### src/rtl/redirection_ctrl_unit_pkg.sv
// Shared types and constants for the EX-stage operand redirection controller.
// Bit positions of redirection_ctrl and the shadow pipeline stage record.
package redirection_ctrl_unit_pkg;

  localparam int REG_W     = 5;
  localparam int CNT_W_DEF = 16;

  localparam int RC_A_ALU = 0;
  localparam int RC_A_MEM = 1;
  localparam int RC_B_ALU = 2;
  localparam int RC_B_MEM = 3;

  typedef struct packed {
    logic             valid;
    logic [REG_W-1:0] wreg;
    logic             regwrite;
    logic             memread;
  } stage_t;

  localparam stage_t STAGE_NONE = '0;

endpackage

### src/rtl/redirection_ctrl_unit_if.sv
// ID-side instruction info in, stall / forwarding control out.
// wb_shadow exposes the oldest shadow stage for observation only.
interface redirection_ctrl_unit_if
  import redirection_ctrl_unit_pkg::*;
#(
  parameter int CNT_W = CNT_W_DEF
);

  logic             hold;
  logic             flush;
  logic             id_valid;
  logic [REG_W-1:0] id_rs;
  logic [REG_W-1:0] id_rt;
  logic             id_use_rs;
  logic             id_use_rt;
  logic [REG_W-1:0] id_wreg;
  logic             id_regwrite;
  logic             id_memread;
  logic             stall;
  logic [3:0]       redirection_ctrl;
  logic [CNT_W-1:0] stall_count;
  stage_t           wb_shadow;

  modport master (
    output hold, flush, id_valid, id_rs, id_rt, id_use_rs, id_use_rt,
           id_wreg, id_regwrite, id_memread,
    input  stall, redirection_ctrl, stall_count, wb_shadow
  );

  modport slave (
    input  hold, flush, id_valid, id_rs, id_rt, id_use_rs, id_use_rt,
           id_wreg, id_regwrite, id_memread,
    output stall, redirection_ctrl, stall_count, wb_shadow
  );

endinterface

### src/rtl/redirection_ctrl_unit_fwd_select.sv
// Per-operand producer match: picks alu_out (EX) over mem_out (MEM) forwarding,
// and flags a load-use hazard when the youngest producer is still a load in EX.
module redirection_ctrl_unit_fwd_select
  import redirection_ctrl_unit_pkg::*;
(
  input  logic [REG_W-1:0] i_src,
  input  logic             i_use,
  input  stage_t           i_ex,
  input  stage_t           i_mem,
  output logic             o_mem_sel,
  output logic             o_alu_sel,
  output logic             o_load_hazard
);

  logic w_src_ok;
  logic w_ex_match;
  logic w_mem_match;

  // $0 is hardwired to zero and must never be redirected
  assign w_src_ok    = i_use && (i_src != '0);
  assign w_ex_match  = w_src_ok && i_ex.valid && i_ex.regwrite && (i_ex.wreg == i_src);
  assign w_mem_match = w_src_ok && i_mem.valid && i_mem.regwrite && (i_mem.wreg == i_src);

  assign o_load_hazard = w_ex_match && i_ex.memread;
  assign o_alu_sel     = w_ex_match && !i_ex.memread;
  assign o_mem_sel     = !w_ex_match && w_mem_match;

endmodule

### src/rtl/redirection_ctrl_unit.sv
// Shadows EX/MEM/WB write info and registers the forwarding mux selects for EX.
// Raises a combinational one-cycle load-use stall that bubbles EX.
module redirection_ctrl_unit
  import redirection_ctrl_unit_pkg::*;
#(
  parameter int CNT_W = CNT_W_DEF
) (
  input logic                    clk,
  input logic                    rst,
  redirection_ctrl_unit_if.slave bus
);

  stage_t           r_ex;
  stage_t           r_mem;
  stage_t           r_wb;
  logic [3:0]       r_ctrl;
  logic [CNT_W-1:0] r_stall_cnt;

  logic       w_a_mem, w_a_alu, w_a_haz;
  logic       w_b_mem, w_b_alu, w_b_haz;
  logic       w_stall;
  logic       w_bubble;
  logic [3:0] w_ctrl_nxt;
  stage_t     w_id_rec;

  redirection_ctrl_unit_fwd_select u_fwd_a (
    .i_src         (bus.id_rs),
    .i_use         (bus.id_use_rs),
    .i_ex          (r_ex),
    .i_mem         (r_mem),
    .o_mem_sel     (w_a_mem),
    .o_alu_sel     (w_a_alu),
    .o_load_hazard (w_a_haz)
  );

  redirection_ctrl_unit_fwd_select u_fwd_b (
    .i_src         (bus.id_rt),
    .i_use         (bus.id_use_rt),
    .i_ex          (r_ex),
    .i_mem         (r_mem),
    .o_mem_sel     (w_b_mem),
    .o_alu_sel     (w_b_alu),
    .o_load_hazard (w_b_haz)
  );

  // A taken branch kills the ID instruction, so it can never stall
  assign w_stall  = bus.id_valid && !bus.flush && (w_a_haz || w_b_haz);
  assign w_bubble = bus.flush || w_stall || !bus.id_valid;

  always_comb begin
    w_id_rec          = STAGE_NONE;
    w_id_rec.valid    = 1'b1;
    w_id_rec.wreg     = bus.id_wreg;
    w_id_rec.regwrite = bus.id_regwrite;
    w_id_rec.memread  = bus.id_memread;

    w_ctrl_nxt           = '0;
    w_ctrl_nxt[RC_A_ALU] = w_a_alu;
    w_ctrl_nxt[RC_A_MEM] = w_a_mem;
    w_ctrl_nxt[RC_B_ALU] = w_b_alu;
    w_ctrl_nxt[RC_B_MEM] = w_b_mem;
  end

  always_ff @(posedge clk) begin
    if (rst) begin
      r_ex        <= STAGE_NONE;
      r_mem       <= STAGE_NONE;
      r_wb        <= STAGE_NONE;
      r_ctrl      <= '0;
      r_stall_cnt <= '0;
    end else if (!bus.hold) begin
      r_mem  <= r_ex;
      r_wb   <= r_mem;
      r_ex   <= w_bubble ? STAGE_NONE : w_id_rec;
      r_ctrl <= w_bubble ? 4'b0000 : w_ctrl_nxt;
      if (w_stall && !(&r_stall_cnt)) begin
        r_stall_cnt <= r_stall_cnt + CNT_W'(1);
      end
    end
  end

  assign bus.stall            = w_stall;
  assign bus.redirection_ctrl = r_ctrl;
  assign bus.stall_count      = r_stall_cnt;
  assign bus.wb_shadow        = r_wb;

endmodule

### src/flat_wrapper.sv
// flat-port wrapper written by rule: the top's interface ports become plain ports
module redirection_ctrl_unit_flat import redirection_ctrl_unit_pkg::*;
#(
  parameter int CNT_W = CNT_W_DEF
)
  (clk, rst, bus_hold, bus_flush, bus_id_valid, bus_id_rs, bus_id_rt, bus_id_use_rs, bus_id_use_rt, bus_id_wreg, bus_id_regwrite, bus_id_memread, bus_stall, bus_redirection_ctrl, bus_stall_count, bus_wb_shadow);
  redirection_ctrl_unit_if #(.CNT_W(CNT_W)) bus_i ();
  input logic clk;
  input logic rst;
  input wire logic [$bits(bus_i.hold)-1:0] bus_hold;
  input wire logic [$bits(bus_i.flush)-1:0] bus_flush;
  input wire logic [$bits(bus_i.id_valid)-1:0] bus_id_valid;
  input wire logic [$bits(bus_i.id_rs)-1:0] bus_id_rs;
  input wire logic [$bits(bus_i.id_rt)-1:0] bus_id_rt;
  input wire logic [$bits(bus_i.id_use_rs)-1:0] bus_id_use_rs;
  input wire logic [$bits(bus_i.id_use_rt)-1:0] bus_id_use_rt;
  input wire logic [$bits(bus_i.id_wreg)-1:0] bus_id_wreg;
  input wire logic [$bits(bus_i.id_regwrite)-1:0] bus_id_regwrite;
  input wire logic [$bits(bus_i.id_memread)-1:0] bus_id_memread;
  output wire logic [$bits(bus_i.stall)-1:0] bus_stall;
  output wire logic [$bits(bus_i.redirection_ctrl)-1:0] bus_redirection_ctrl;
  output wire logic [$bits(bus_i.stall_count)-1:0] bus_stall_count;
  output wire logic [$bits(bus_i.wb_shadow)-1:0] bus_wb_shadow;
  assign bus_i.hold = bus_hold;
  assign bus_i.flush = bus_flush;
  assign bus_i.id_valid = bus_id_valid;
  assign bus_i.id_rs = bus_id_rs;
  assign bus_i.id_rt = bus_id_rt;
  assign bus_i.id_use_rs = bus_id_use_rs;
  assign bus_i.id_use_rt = bus_id_use_rt;
  assign bus_i.id_wreg = bus_id_wreg;
  assign bus_i.id_regwrite = bus_id_regwrite;
  assign bus_i.id_memread = bus_id_memread;
  assign bus_stall = bus_i.stall;
  assign bus_redirection_ctrl = bus_i.redirection_ctrl;
  assign bus_stall_count = bus_i.stall_count;
  assign bus_wb_shadow = bus_i.wb_shadow;
  redirection_ctrl_unit #(.CNT_W(CNT_W)) u_core (.clk(clk), .rst(rst), .bus(bus_i));
endmodule
### config.mk
export PLATFORM = sky130hd
export DESIGN_NAME = redirection_ctrl_unit_flat
export DESIGN_NICKNAME = d
export VERILOG_FILES = /design/src/rtl/redirection_ctrl_unit_pkg.sv /design/src/rtl/redirection_ctrl_unit_if.sv /design/src/rtl/redirection_ctrl_unit_fwd_select.sv /design/src/rtl/redirection_ctrl_unit.sv /design/src/flat_wrapper.sv
export SDC_FILE = /design/constraint.sdc
export NUM_CORES = 1
export LEC_CHECK = 0
export CAP_MARGIN = 20
export CORE_MARGIN = 10
export CORE_UTILIZATION = 40
export CTS_BUF_LIST = sky130_fd_sc_hd__clkbuf_16
export CTS_CLUSTER_DIAMETER = 80
export DETAILED_ROUTE_END_ITERATION = 7
export HOLD_SLACK_MARGIN = 0.12
export PLACE_DENSITY_LB_ADDON = 0.15
export SKIP_CTS_REPAIR_TIMING = 1
export SYNTH_ARGS = -nofsm -noshare
export SYNTH_HDL_FRONTEND = slang
export SYNTH_SLANG_ARGS = --single-unit
### constraint.sdc
create_clock -name clk -period 2.5 [get_ports clk]
set_input_delay 0.25 -clock clk [delete_from_list [all_inputs] [get_ports clk]]
set_output_delay 0.25 -clock clk [all_outputs]
set_load 0.02 [all_outputs]
# After elaboration in Yosys (flattened, before gate mapping)
# Cells that the tools add are included.
# op_classes
n_addsub,1
n_eq_ne,4
mux,2
n_bitwise,1
n_reduce_logical,36
# ops
op,count
$logic_and 1x1->1,23
$eq 5x5->1,4
$add 16x1->16 const B,1
$reduce_and 16->1,1
$reduce_bool 5->1,2
$mux 8,1
$logic_not 1->1,6
$mux 4,1
$logic_or 1x1->1,3
$reduce_and 2->1,1
$not 1->1,1
# totals
regBits,44
wordCells,58

# Longest topological paths before layout
# Gate-level depths: netlist of run 1.
# depth
ltp_word,11
ltp_mapped,9
ltp_nobuf,7

# By module
# A second synthesis of run 1 with hierarchy kept.
# unflattened
hier_cells,239
hier_area_um2,2235.9
# modules_own_cells
mod,instances,cells_each,area_per_inst_um2,seq_area_each_um2
redirection_ctrl_unit,1,199,1895.6,880.8
redirection_ctrl_unit_fwd_select,2,20,170.2,0.0

# Worst setup path after synthesis of run 1
# No wires, ideal clock.
# synth_path
path_kind,flip-flop to flip-flop
startpoint,register u_core.r_stall_cnt[0] (netlist: u_core.bus.stall_count[0])
endpoint,register u_core.r_stall_cnt[1] (netlist: u_core.bus.stall_count[1])
setup_ns,0.128
arrival_time_ns,1.824
t_required_ns,2.372
setup_slack_ns,0.548
stages_incl_launch_ff,10
n_path_buf,2
synth_period_minus_slack_ns,1.952
path_cell_list,dfxtp_1 -> ha_1 -> nand4_1 -> nor4_1 -> nor2_1 -> o211ai_2 -> buf_6 -> buf_6 -> mux2i_1 -> nor2_1
# synth_between
elab_chain_len,4
elab_cells_between_ends,5
cone_classes,add/sub (1); reduce/logical (4)
# synth_lines
item,line,source
from (decl),redirection_ctrl_unit.sv:17,logic [CNT_W-1:0] r_stall_cnt;
from (signal assigned),redirection_ctrl_unit.sv:77,r_stall_cnt <= r_stall_cnt + CNT_W'(1);
"parallel branches: the longest is 4 deep, another holds $add 16x1->16",--,
# Parallel ways; which one is timed is not known.
# A chain may end at the register's enable or synchronous reset.

# Worst setup path after layout of run 1
# layout_path
startpoint,input bus_id_rs[0]
endpoint,output bus_stall
# layout_between
elab_chain_len,8
elab_cells_between_ends,9
cone_classes,eq/ne (1); reduce/logical (8)
# layout_lines
item,line,source
from (decl),flat_wrapper.sv:13,input wire logic [$bits(bus_i.id_rs)-1:0] bus_id_rs;
$reduce_bool 5->1,redirection_ctrl_unit_fwd_select.sv:20,assign w_src_ok = i_use && (i_src != '0);
$logic_and 1x1->1,redirection_ctrl_unit_fwd_select.sv:20,
$logic_and 1x1->1 (2 in a row),redirection_ctrl_unit_fwd_select.sv:21,assign w_ex_match = w_src_ok && i_ex.valid && i_ex.regwrite && (i_ex.wreg == i_src);
$logic_and 1x1->1 (*),redirection_ctrl_unit_fwd_select.sv:21,
$logic_and 1x1->1 (*),redirection_ctrl_unit_fwd_select.sv:24,assign o_load_hazard = w_ex_match && i_ex.memread;
$logic_or 1x1->1 (*),redirection_ctrl_unit.sv:47,assign w_stall = bus.id_valid && !bus.flush && (w_a_haz || w_b_haz);
$logic_and 1x1->1 (*),redirection_ctrl_unit.sv:47,
to (decl),flat_wrapper.sv:20,output wire logic [$bits(bus_i.stall)-1:0] bus_stall;
# Every way passes the cells marked *; elsewhere a longest branch is shown, timed or not.

==> flow_summary.json, run 1 <==
{
  "critPathBufInv": 2,
  "critPathArrivalTime_ns": 1.96,
  "critPathRequiredTime_ns": 2.25,
  "end_kind": "primary output",
  "numCtsBuffers": 5,
  "synthArstFlopShare_pct": 0,
  "finalClockSkew_ns": 0.00198,
  "worst_slew_pin_slew_ns": 0.434,
  "grt_usage_pct": 11.9,
  "critPathMaxStageDelay_ns": 0.57,
  "synth_edf_count": 0,
  "ys_ff_latch": 44,
  "grt_overflow": 0,
  "ys_seq_area_share_pct": 43.4,
  "critical_path_peak_fanout": 3,
  "final_common_cell": "clkdlybuf4s50_1",
  "synthesis.area_um2": 2030,
  "cts-root-buf": "clkbuf_16",
  "numPortBuffers": 52,
  "start_util_pct": 42.1,
  "fmax_ghz": 0.453,
  "drive_gt1_share_pct": 11.0,
  "placed_cells": 340,
  "setup-violations-final": 0,
  "crit_slowest_cell": "or4_1",
  "slew_violations": 0,
  "timing.final.ws_setup_ns": 0.294,
  "fin_util_pct": 59.4,
  "rsz0062_at_grt": "false",
  "rows": 25,
  "layout_common_cells": "clkdlybuf4s50_1, dfxtp_1, nor2_1",
  "core_region_area_um2": 4820,
  "dp_slack_ns": -0.0502,
  "clock_path_buffers": 2,
  "layout.cells.non_filler": 348,
  "gp_congestion": 0.855,
  "cts-htree-levels": 2,
  "synth_top_cell_by_area": "dfxtp_1",
  "wirelength_mm": 5.07,
  "yosysWarnings": 0,
  "powerDensity_nw_per_um2": 507,
  "grt_max_degree": 27,
  "die_area_um2": 8320,
  "nets": 305,
  "grt_pass1_vias": 1660,
  "p_int_mw": 1.14,
  "clock_sinks": 44,
  "p_clk_share_pct": 42.8,
  "finalCriticalPeriod_ns": 2.21,
  "drc": 0,
  "io_pins": 53,
  "avgSynthCellArea_um2": 9.48,
  "num_vias": 1778,
  "syn_inst": 214,
  "cts_tree": "done",
  "n_fill_cell": 456,
  "drt-initial-drc-count": 113,
  "startpoint_type": "primary input",
  "die_y_um": 91.2,
  "relSlewSlack_pct": 70.8,
  "antenna_found_initial": 0,
  "maxCapViolCount": 0,
  "syn-num-nets": 239,
  "netSwitchingFraction_pct": 21.5,
  "path_class": "primary input to primary output",
  "hold_viol_final": 0,
  "p_switching_mw": 0.312,
  "diodes": 0,
  "insertion_delay_ns": 0.28,
  "peakVddDrop_mv": 0.351,
  "whs_ns": 0.467,
  "ys.flop_type": "dfxtp_1",
  "die_w_um": 91.2,
  "outcome": "complete, no violations",
  "ant_nets": 0,
  "path_cells": "clkdlybuf4s50_1 -> or4_1 -> o21ai_2 -> nor3_2 -> o21ai_2 -> nor3b_1 -> dlymetal6s2s_1",
  "synthDominantCellAreaShare_pct": 43.4,
  "drt-vias-per-instance": 5.11,
  "areaGrowthSynthToFinish_pct": 41.1,
  "critPathTopFamily": "simple AND/OR/NAND/NOR gates",
  "crit_top_cell": "o21ai_2",
  "synthTopCellsByArea": "dfxtp_1, mux2i_1, xnor2_1",
  "clkTransAtPathRegs_ns": 0.06,
  "combinationalPowerShare_pct": 8.0,
  "hold_path_class": "register to register",
  "dr.pass1.iters": 5,
  "synth.lib_cells_used.distinct": 39,
  "dp_hpwl_mm": 3.81,
  "leakagePower_nw": 1.05,
  "grt_pass1_wl_mm": 8.32,
  "seq_power_share_pct": 49.2,
  "period_share_pct": 88.2,
  "wl_per_cell_um": 14.6
}
## cells by family (layout without fill, tap and decap cells)
group,count (synthesis),in the layout,synth area share (%)
buf+inv,11,78,2.84
simple gates,76,76,20.1
xor+xnor,23,23,9.93
flops,44,44,43.4
fa+ha+maj,1,1,0.617
mux,17,17,8.39
compound gates,42,42,14.7
## worst min-delay path, stage by stage, from the launching register on
cell     delay, ns
dfxtp_1       0.31
nand2_1       0.06
o31ai_1       0.05
## area by class of cell
cell class                      count  area [um2]  area share, %
Clock buffer                        5         125           4.37
Clock inverter                      3        16.3          0.568
Inverter                            1        3.75          0.131
Multi-Input combinational cell    159        1090           38.1
Sequential cell                    44         881           30.8
Tap cell                           67        83.8           2.93
Timing Repair Buffer               69         663           23.2
## synth_stat cells, types with 2 or more instances
cell type / n
a21oi_1: 10
a22o_1: 7
a22oi_1: 2
buf_1: 2
buf_6: 2
clkbuf_1: 5
dfxtp_1: 44
mux2i_1: 17
nand2_1: 8
nand3_1: 7
nand4_1: 8
nor2_1: 26
nor3_2: 2
nor4_1: 2
o2111ai_1: 2
o21ai_0: 5
o21ai_1: 2
o21ai_2: 2
o21ba_2: 2
o31ai_1: 6
or3_1: 7
or4_1: 8
xnor2_1: 16
xor2_1: 7
## flip-flops by register name, indices dropped and copies added, names as in the netlist
register                     cells
u_core.r_mem                     8
u_core.bus.stall_count          16
u_core.bus.redirection_ctrl      4
u_core.bus.wb_shadow             8
u_core.r_ex                      8
## layer usage
metal | GRT usage (%) | wire length [um] | up-vias
li1 | - | - | 911
met1 | 15.1 | 2380 | 825
met2 | 17.8 | 2310 | 40
met3 | 5.43 | 344 | 2
met4 | 3.13 | 34 | 0
met5 | 0 | 0 | -
## worst paths after layout
kind | slack, ns | endpoint | startpoint | depth (start not counted)
setup / recovery | 0.29 | bus_stall | bus_id_rs[0] | 7
hold / removal | 0.47 | u_core.bus.redirection_ctrl[1] | u_core.bus.redirection_ctrl[1] | 2
setup reg to reg | 0.47 | u_core.bus.stall_count[15] | u_core.bus.stall_count[3] | 6
hold reg to reg | 0.47 | u_core.bus.redirection_ctrl[1] | u_core.bus.redirection_ctrl[1] | 2
## per-stage QoR
step / power, mW / TNS, ns / cell area [um2]
3_3_place_gp: 0.846 / -0.0347 / 2720
6_report: 1.45 / 0 / 2860
5_1_grt: 1.51 / 0 / 2860
3_5_place_dp: 0.847 / -0.0502 / 2720
4_1_cts: 1.47 / -0.0514 / 2860
2_1_floorplan: 0.782 / 0 / 2030
## power groups by stage
stage | Clock [mW] | Sequential, mW | Combinational, mW
floorplan | 0 | 0.729 | 0.0530
global placement | 0 | 0.730 | 0.116
detailed placement | 0 | 0.730 | 0.117
CTS | 0.637 | 0.714 | 0.117
global route | 0.673 | 0.715 | 0.127
finish | 0.622 | 0.714 | 0.117
(Power assumes the default switching activity.)
==> run 2: changes to the inputs <==
==> constraint.sdc (replaced) <==
create_clock -name clk -period 1.8 [get_ports clk]
set_input_delay 0.18 -clock clk [delete_from_list [all_inputs] [get_ports clk]]
set_output_delay 0.18 -clock clk [all_outputs]
set_load 0.02 [all_outputs]
==> run 2 against run 1 <==
  * The run now ends with negative setup slack left
  * Register-to-register slack worse by 0.65 ns
  * Total power up 39%
  * Via count up 15%
  * Final area rose by 18%
  * Die area stayed put
  * Count of clock-buffer cells in the layout did not move
  * Global-route usage is 0.90 points higher
  * Sequential share of layout area is 3.7 points lower
  * Worst setup slack got worse by 0.47 ns
  * Non-clock buffer count grew 40
  * Combinational power increased by 65%
  * Utilization grew 11 points
  * Critical endpoint is now u_core.bus.stall_count[14]
==> flow_summary.json, run 2 (same netlist as run 1, synthesis figures left out) <==
{
  "critPathArrivalTime_ns": 2.20,
  "powerDensity_nw_per_um2": 595,
  "p_int_mw": 1.58,
  "regToRegEndpoint": "u_core.bus.stall_count[14]",
  "fmax_ghz": 0.506,
  "areaGrowthSynthToFinish_pct": 66.7,
  "outcome": "complete, but fails checks",
  "numPortBuffers": 52,
  "dr.pass1.iters": 4,
  "hold_path_class": "register to register",
  "total_power_mw": 2.01,
  "finalClockSkew_ns": 0.00525,
  "fin_area_um2": 3380,
  "cp-endpoint": "u_core.bus.stall_count[14]",
  "seq_power_share_pct": 48.9,
  "violations": "negative setup slack",
  "gp_congestion": 0.820,
  "p_clk_share_pct": 41.5,
  "grt_pass1_wl_mm": 8.96,
  "die_w_um": 91.2,
  "grt_max_degree": 24,
  "rows": 25,
  "startpoint_type": "register",
  "finalCriticalPeriod_ns": 1.98,
  "whs_ns": 0.476,
  "worst_slew_pin_slew_ns": 0.348,
  "critical_path_peak_fanout": 6,
  "hold_viol_final": 0,
  "drive_gt1_share_pct": 32.8,
  "rsz0062_at_grt": "true",
  "antenna_found_initial": 0,
  "reg2reg_slack_ns": -0.18,
  "slew_violations": 0,
  "cts-root-buf": "clkbuf_16",
  "cts_tree": "done",
  "insertion_delay_ns": 0.28,
  "critPathRequiredTime_ns": 2.02,
  "grt.met1_usage_pct": 16.2,
  "leakagePower_nw": 1.40,
  "drt-vias-per-instance": 5.28,
  "core_region_area_um2": 4820,
  "io_pins": 53,
  "die_area_um2": 8320,
  "p_switching_mw": 0.432,
  "place_area_um2": 3030,
  "clkTransAtPathRegs_ns": 0.06,
  "setup-violations-final": 15,
  "ant_nets": 0,
  "busiest_layer": "met2",
  "rr_startpoint": "u_core.r_ex[5]",
  "drt-initial-drc-count": 61,
  "use_met2_pct": 19.5,
  "use_met3_pct": 4.77,
  "final_common_cell": "buf_4",
  "period_share_pct": 110,
  "num_vias": 2042,
  "grt_pass1_vias": 1867,
  "path_class": "register to register",
  "layout_common_cells": "buf_4, clkdlybuf4s50_1, dfxtp_1",
  "end_kind": "register",
  "netSwitchingFraction_pct": 21.4,
  "wl_per_cell_um": 15.8,
  "drc": 0,
  "maxCapViolCount": 0,
  "clock_path_buffers": 2,
  "numCtsBuffers": 5,
  "relSlewSlack_pct": 76.8,
  "reg2regPathDepth": 7,
  "combinationalPowerShare_pct": 9.6,
  "grt_usage_pct": 12.8,
  "critPathLaunch": "u_core.r_ex[5]",
  "largest_register_ffs": 16,
  "dp_hpwl_mm": 4.27,
  "diodes": 0,
  "peakVddDrop_mv": 0.524,
  "clock_sinks": 44,
  "start_util_pct": 42.1,
  "cts-htree-levels": 2,
  "wirelength_mm": 6.10,
  "grt_overflow": 0,
  "die_y_um": 91.2,
  "n_fill_cell": 392,
  "timing.final.ws_setup_ns": -0.178,
  "nets": 345
}
## run 2: cell types whose count changed in the layout (fill, tap and decap cells not counted), moves of 6 or more
cell | before | now
dfxtp_4 | 0 | 7
clkdlybuf4s50_1 | 51 | 41
buf_4 | 16 | 51
dfxtp_1 | 44 | 31
dfxtp_2 | 0 | 6
dlymetal6s2s_1 | 1 | 8
## run 2: layer usage
| layer | wire [um] | vias up |
|---|---|---|
| met3 | 442 | 11 |
| met1 | 2700 | 967 |
| li1 | - | 995 |
| met4 | 99 | 0 |
| met2 | 2860 | 69 |
| met5 | 0 | - |
## run 2: power by group through the flow
| stage | Clock, mW | Combinational [mW] | Sequential (mW) |
|---|---|---|---|
| after floorplan | 0 | 0.0752 | 1.00 |
| after global placement | 0 | 0.183 | 1.01 |
| after detailed placement | 0 | 0.184 | 1.01 |
| after CTS | 0.843 | 0.184 | 0.985 |
| after global routing | 0.888 | 0.207 | 0.985 |
| final | 0.836 | 0.193 | 0.984 |
## run 2: how the worst min path moves through the flow
stage | startpoint | end | slack [ns] | cells after the start
2_1_floorplan | bus_id_memread | u_core.r_ex[0] | 0.31 | 1
3_3_place_gp | u_core.bus.redirection_ctrl[1] | u_core.bus.redirection_ctrl[1] | 0.46 | 2
3_5_place_dp | u_core.bus.redirection_ctrl[1] | u_core.bus.redirection_ctrl[1] | 0.46 | 2
4_1_cts | u_core.bus.redirection_ctrl[1] | u_core.bus.redirection_ctrl[1] | 0.47 | 2
5_1_grt | bus_id_wreg[4] | u_core.r_ex[6] | 0.51 | 2
6_report | u_core.bus.redirection_ctrl[1] | u_core.bus.redirection_ctrl[1] | 0.48 | 2
## run 2: metrics by stage
stage	std cells	setup slack, ns	setup TNS [ns]	util, %
after floorplan	214	-0.0000689	-0.0000689	-
after global placement	374	-0.647	-13.51	62.9
after detailed placement	374	-0.651	-14.04	62.9
after CTS	381	-0.655	-6.40	65.6
after global routing	387	-0.284	-3.70	70.2
final	387	-0.178	-1.54	70.2
## run 2: layout make-up
| class | instances | area, um2 | share of cell area [%] |
|---|---|---|---|
| Multi-Input combinational cell | 159 | 1230 | 36.3 |
| Clock buffer | 5 | 125 | 3.70 |
| Inverter | 1 | 3.75 | 0.111 |
| Clock inverter | 2 | 7.51 | 0.222 |
| Sequential cell | 44 | 915 | 27.0 |
| Timing Repair Buffer | 109 | 1020 | 30.1 |
| Tap cell | 67 | 83.8 | 2.48 |
## run 2: critical path, stage by stage, from the launching register on
cell,delay [ns]
dfxtp_4,0.39
xnor2_2,0.12
nand4_1,0.20
nor3_4,0.32
o211ai_4,0.16
buf_12,0.18
or4_4,0.41
a21oi_2,0.14
==> run 3: changes to the inputs <==
--- a/config.mk
+++ b/config.mk
@@ -6,7 +6,7 @@
 export NUM_CORES = 1
 export LEC_CHECK = 0
 export CAP_MARGIN = 20
-export CORE_MARGIN = 10
+export CORE_MARGIN = 2
 export CORE_UTILIZATION = 40
 export CTS_BUF_LIST = sky130_fd_sc_hd__clkbuf_16
 export CTS_CLUSTER_DIAMETER = 80
==> run 3 against run 2 <==
  * Register-to-register slack worse by 0.02 ns
  * Via count decreased by 1.7%
  * Die area down 32%
  * The run still ends with negative setup slack left
  * Critical endpoint is now u_core.bus.stall_count[5]
  * Worst setup slack got worse by 0.022 ns
  * Hold slack got worse by 0.073 ns
  * Clock skew is essentially flat
  * Cell count increased by 1.6%
==> flow_summary.json, run 3 (same netlist as run 1, synthesis figures left out) <==
{
  "outcome": "complete, but fails checks",
  "violations": "negative setup slack",
  "numPortBuffers": 52,
  "gp_congestion": 0.896,
  "nets": 350,
  "path_class": "register to register",
  "crit_slowest_cell": "or4_4",
  "rsz0062_at_grt": "true",
  "slew_violations": 0,
  "io_pins": 53,
  "leakagePower_nw": 1.41,
  "dp_slack_ns": -0.647,
  "grt_usage_pct": 19.6,
  "path_cells": "xnor2_1 -> nand4_1 -> nor3_4 -> buf_6 -> o211ai_4 -> clkbuf_16 -> or4_4 -> a21oi_2",
  "num_vias": 2008,
  "critPathMaxStageDelay_ns": 0.41,
  "die_y_um": 75.2,
  "layout_common_cells": "buf_4, clkdlybuf4s50_1, dfxtp_1",
  "cts_tree": "done",
  "antenna_found_initial": 0,
  "ant_nets": 0,
  "reg2regPathDepth": 8,
  "clock_sinks": 44,
  "largest_register_ffs": 16,
  "critical_path_peak_fanout": 5,
  "insertion_delay_ns": 0.28,
  "regToRegEndpoint": "u_core.bus.stall_count[5]",
  "min-delay-start": "bus_id_rs[3]",
  "worstHoldEndpoint": "u_core.bus.redirection_ctrl[1]",
  "maxCapViolCount": 0,
  "fmax_ghz": 0.500,
  "timing.final.ws_setup_ns": -0.200,
  "die_area_um2": 5660,
  "powerDensity_nw_per_um2": 607,
  "core_region_area_um2": 4820,
  "areaGrowthSynthToFinish_pct": 72.7,
  "relSlewSlack_pct": 78.6,
  "setup-violations-final": 21,
  "diodes": 0,
  "rr_startpoint": "u_core.r_ex[5]",
  "dp_hpwl_mm": 3.92,
  "hold_viol_final": 0,
  "period_share_pct": 111,
  "final_common_cell": "buf_4",
  "worst_slew_pin_slew_ns": 0.319,
  "dr.pass1.iters": 4,
  "grt_pass1_vias": 1820,
  "cts-htree-levels": 2,
  "cts-root-buf": "clkbuf_16",
  "grt_overflow": 0,
  "drc": 0,
  "clkTransAtPathRegs_ns": 0.06,
  "finalCriticalPeriod_ns": 2.00,
  "grt_pass1_wl_mm": 8.48,
  "end_kind": "register",
  "fin_util_pct": 72.7,
  "critPathArrivalTime_ns": 2.21,
  "finalClockSkew_ns": 0.00560,
  "hold_path_class": "primary input to register",
  "wl_per_cell_um": 14.8,
  "critPathRequiredTime_ns": 2.01,
  "whs_path_depth": 5,
  "startpoint_type": "register",
  "die_w_um": 75.2,
  "reg2reg_slack_ns": -0.20,
  "drt-initial-drc-count": 111,
  "drive_gt1_share_pct": 37.4,
  "wirelength_mm": 5.81,
  "grt_max_degree": 23,
  "start_util_pct": 42.1,
  "drt-vias-per-instance": 5.11,
  "numCtsBuffers": 5,
  "total_power_mw": 2.13,
  "rows": 25,
  "peakVddDrop_mv": 0.625,
  "clock_path_buffers": 2
}
## run 3: worst max path at each step
stage	startpoint	endpoint	slack [ns]	depth (start not counted)
3_5_place_dp	bus_id_rt[3]	bus_stall	-0.65	7
4_1_cts	bus_id_rs[0]	bus_stall	-0.67	7
2_1_floorplan	bus_id_rt[0]	u_core.bus.stall_count[1]	-0.00007	8
5_1_grt	u_core.r_ex[5]	u_core.bus.stall_count[5]	-0.29	8
3_3_place_gp	bus_id_rs[0]	bus_stall	-0.63	7
6_report	u_core.r_ex[5]	u_core.bus.stall_count[5]	-0.20	8
## run 3: report_power, final
part / internal (mW) / total [mW] / leakage, nW / switching [mW]
logic: 0.113 / 0.199 / 0.968 / 0.0862
clock network: 0.589 / 0.946 / 0.0771 / 0.358
registers: 0.971 / 0.982 / 0.364 / 0.0104
## run 3: area by class of cell
cell class | count | area, um2
fill | 363 | 1320
multi-input combinational | 159 | 1290
sequential | 44 | 917
tap | 67 | 83.8
clock inverter | 2 | 7.51
clock buffer | 6 | 150
inverter | 1 | 3.75
timing repair buffer | 114 | 1050
## run 3: per-stage QoR
stage / hold WS (ns) / std cells / area, um2 / setup TNS [ns]
CTS: 0.479 / 381 / 3170 / -6.24
finish: 0.404 / 393 / 3500 / -1.73
detailed placement: 0.471 / 373 / 3010 / -13.56
global placement: 0.458 / 373 / 3010 / -12.89
floorplan: 0.313 / 214 / 2070 / -0.0000689
global route: 0.438 / 393 / 3500 / -3.94
## run 3: layer usage
metal	part of all wire, %	GRT usage [%]	vias up
met5	0	0	-
li1	-	-	1010
met4	1.7	5.26	0
met3	3.8	4.28	10
met2	47	31.3	45
met1	48	27.1	943
## run 3: worst max-delay path: cells and delay by family, from the launching register on
family,cells,cell delay (ns)
buffers and inverters,2,0.34
AO/OA/AOI/OAI,2,0.26
flip-flops,1,0.35
XOR/XNOR,1,0.18
AND/OR/NAND/NOR,3,0.82
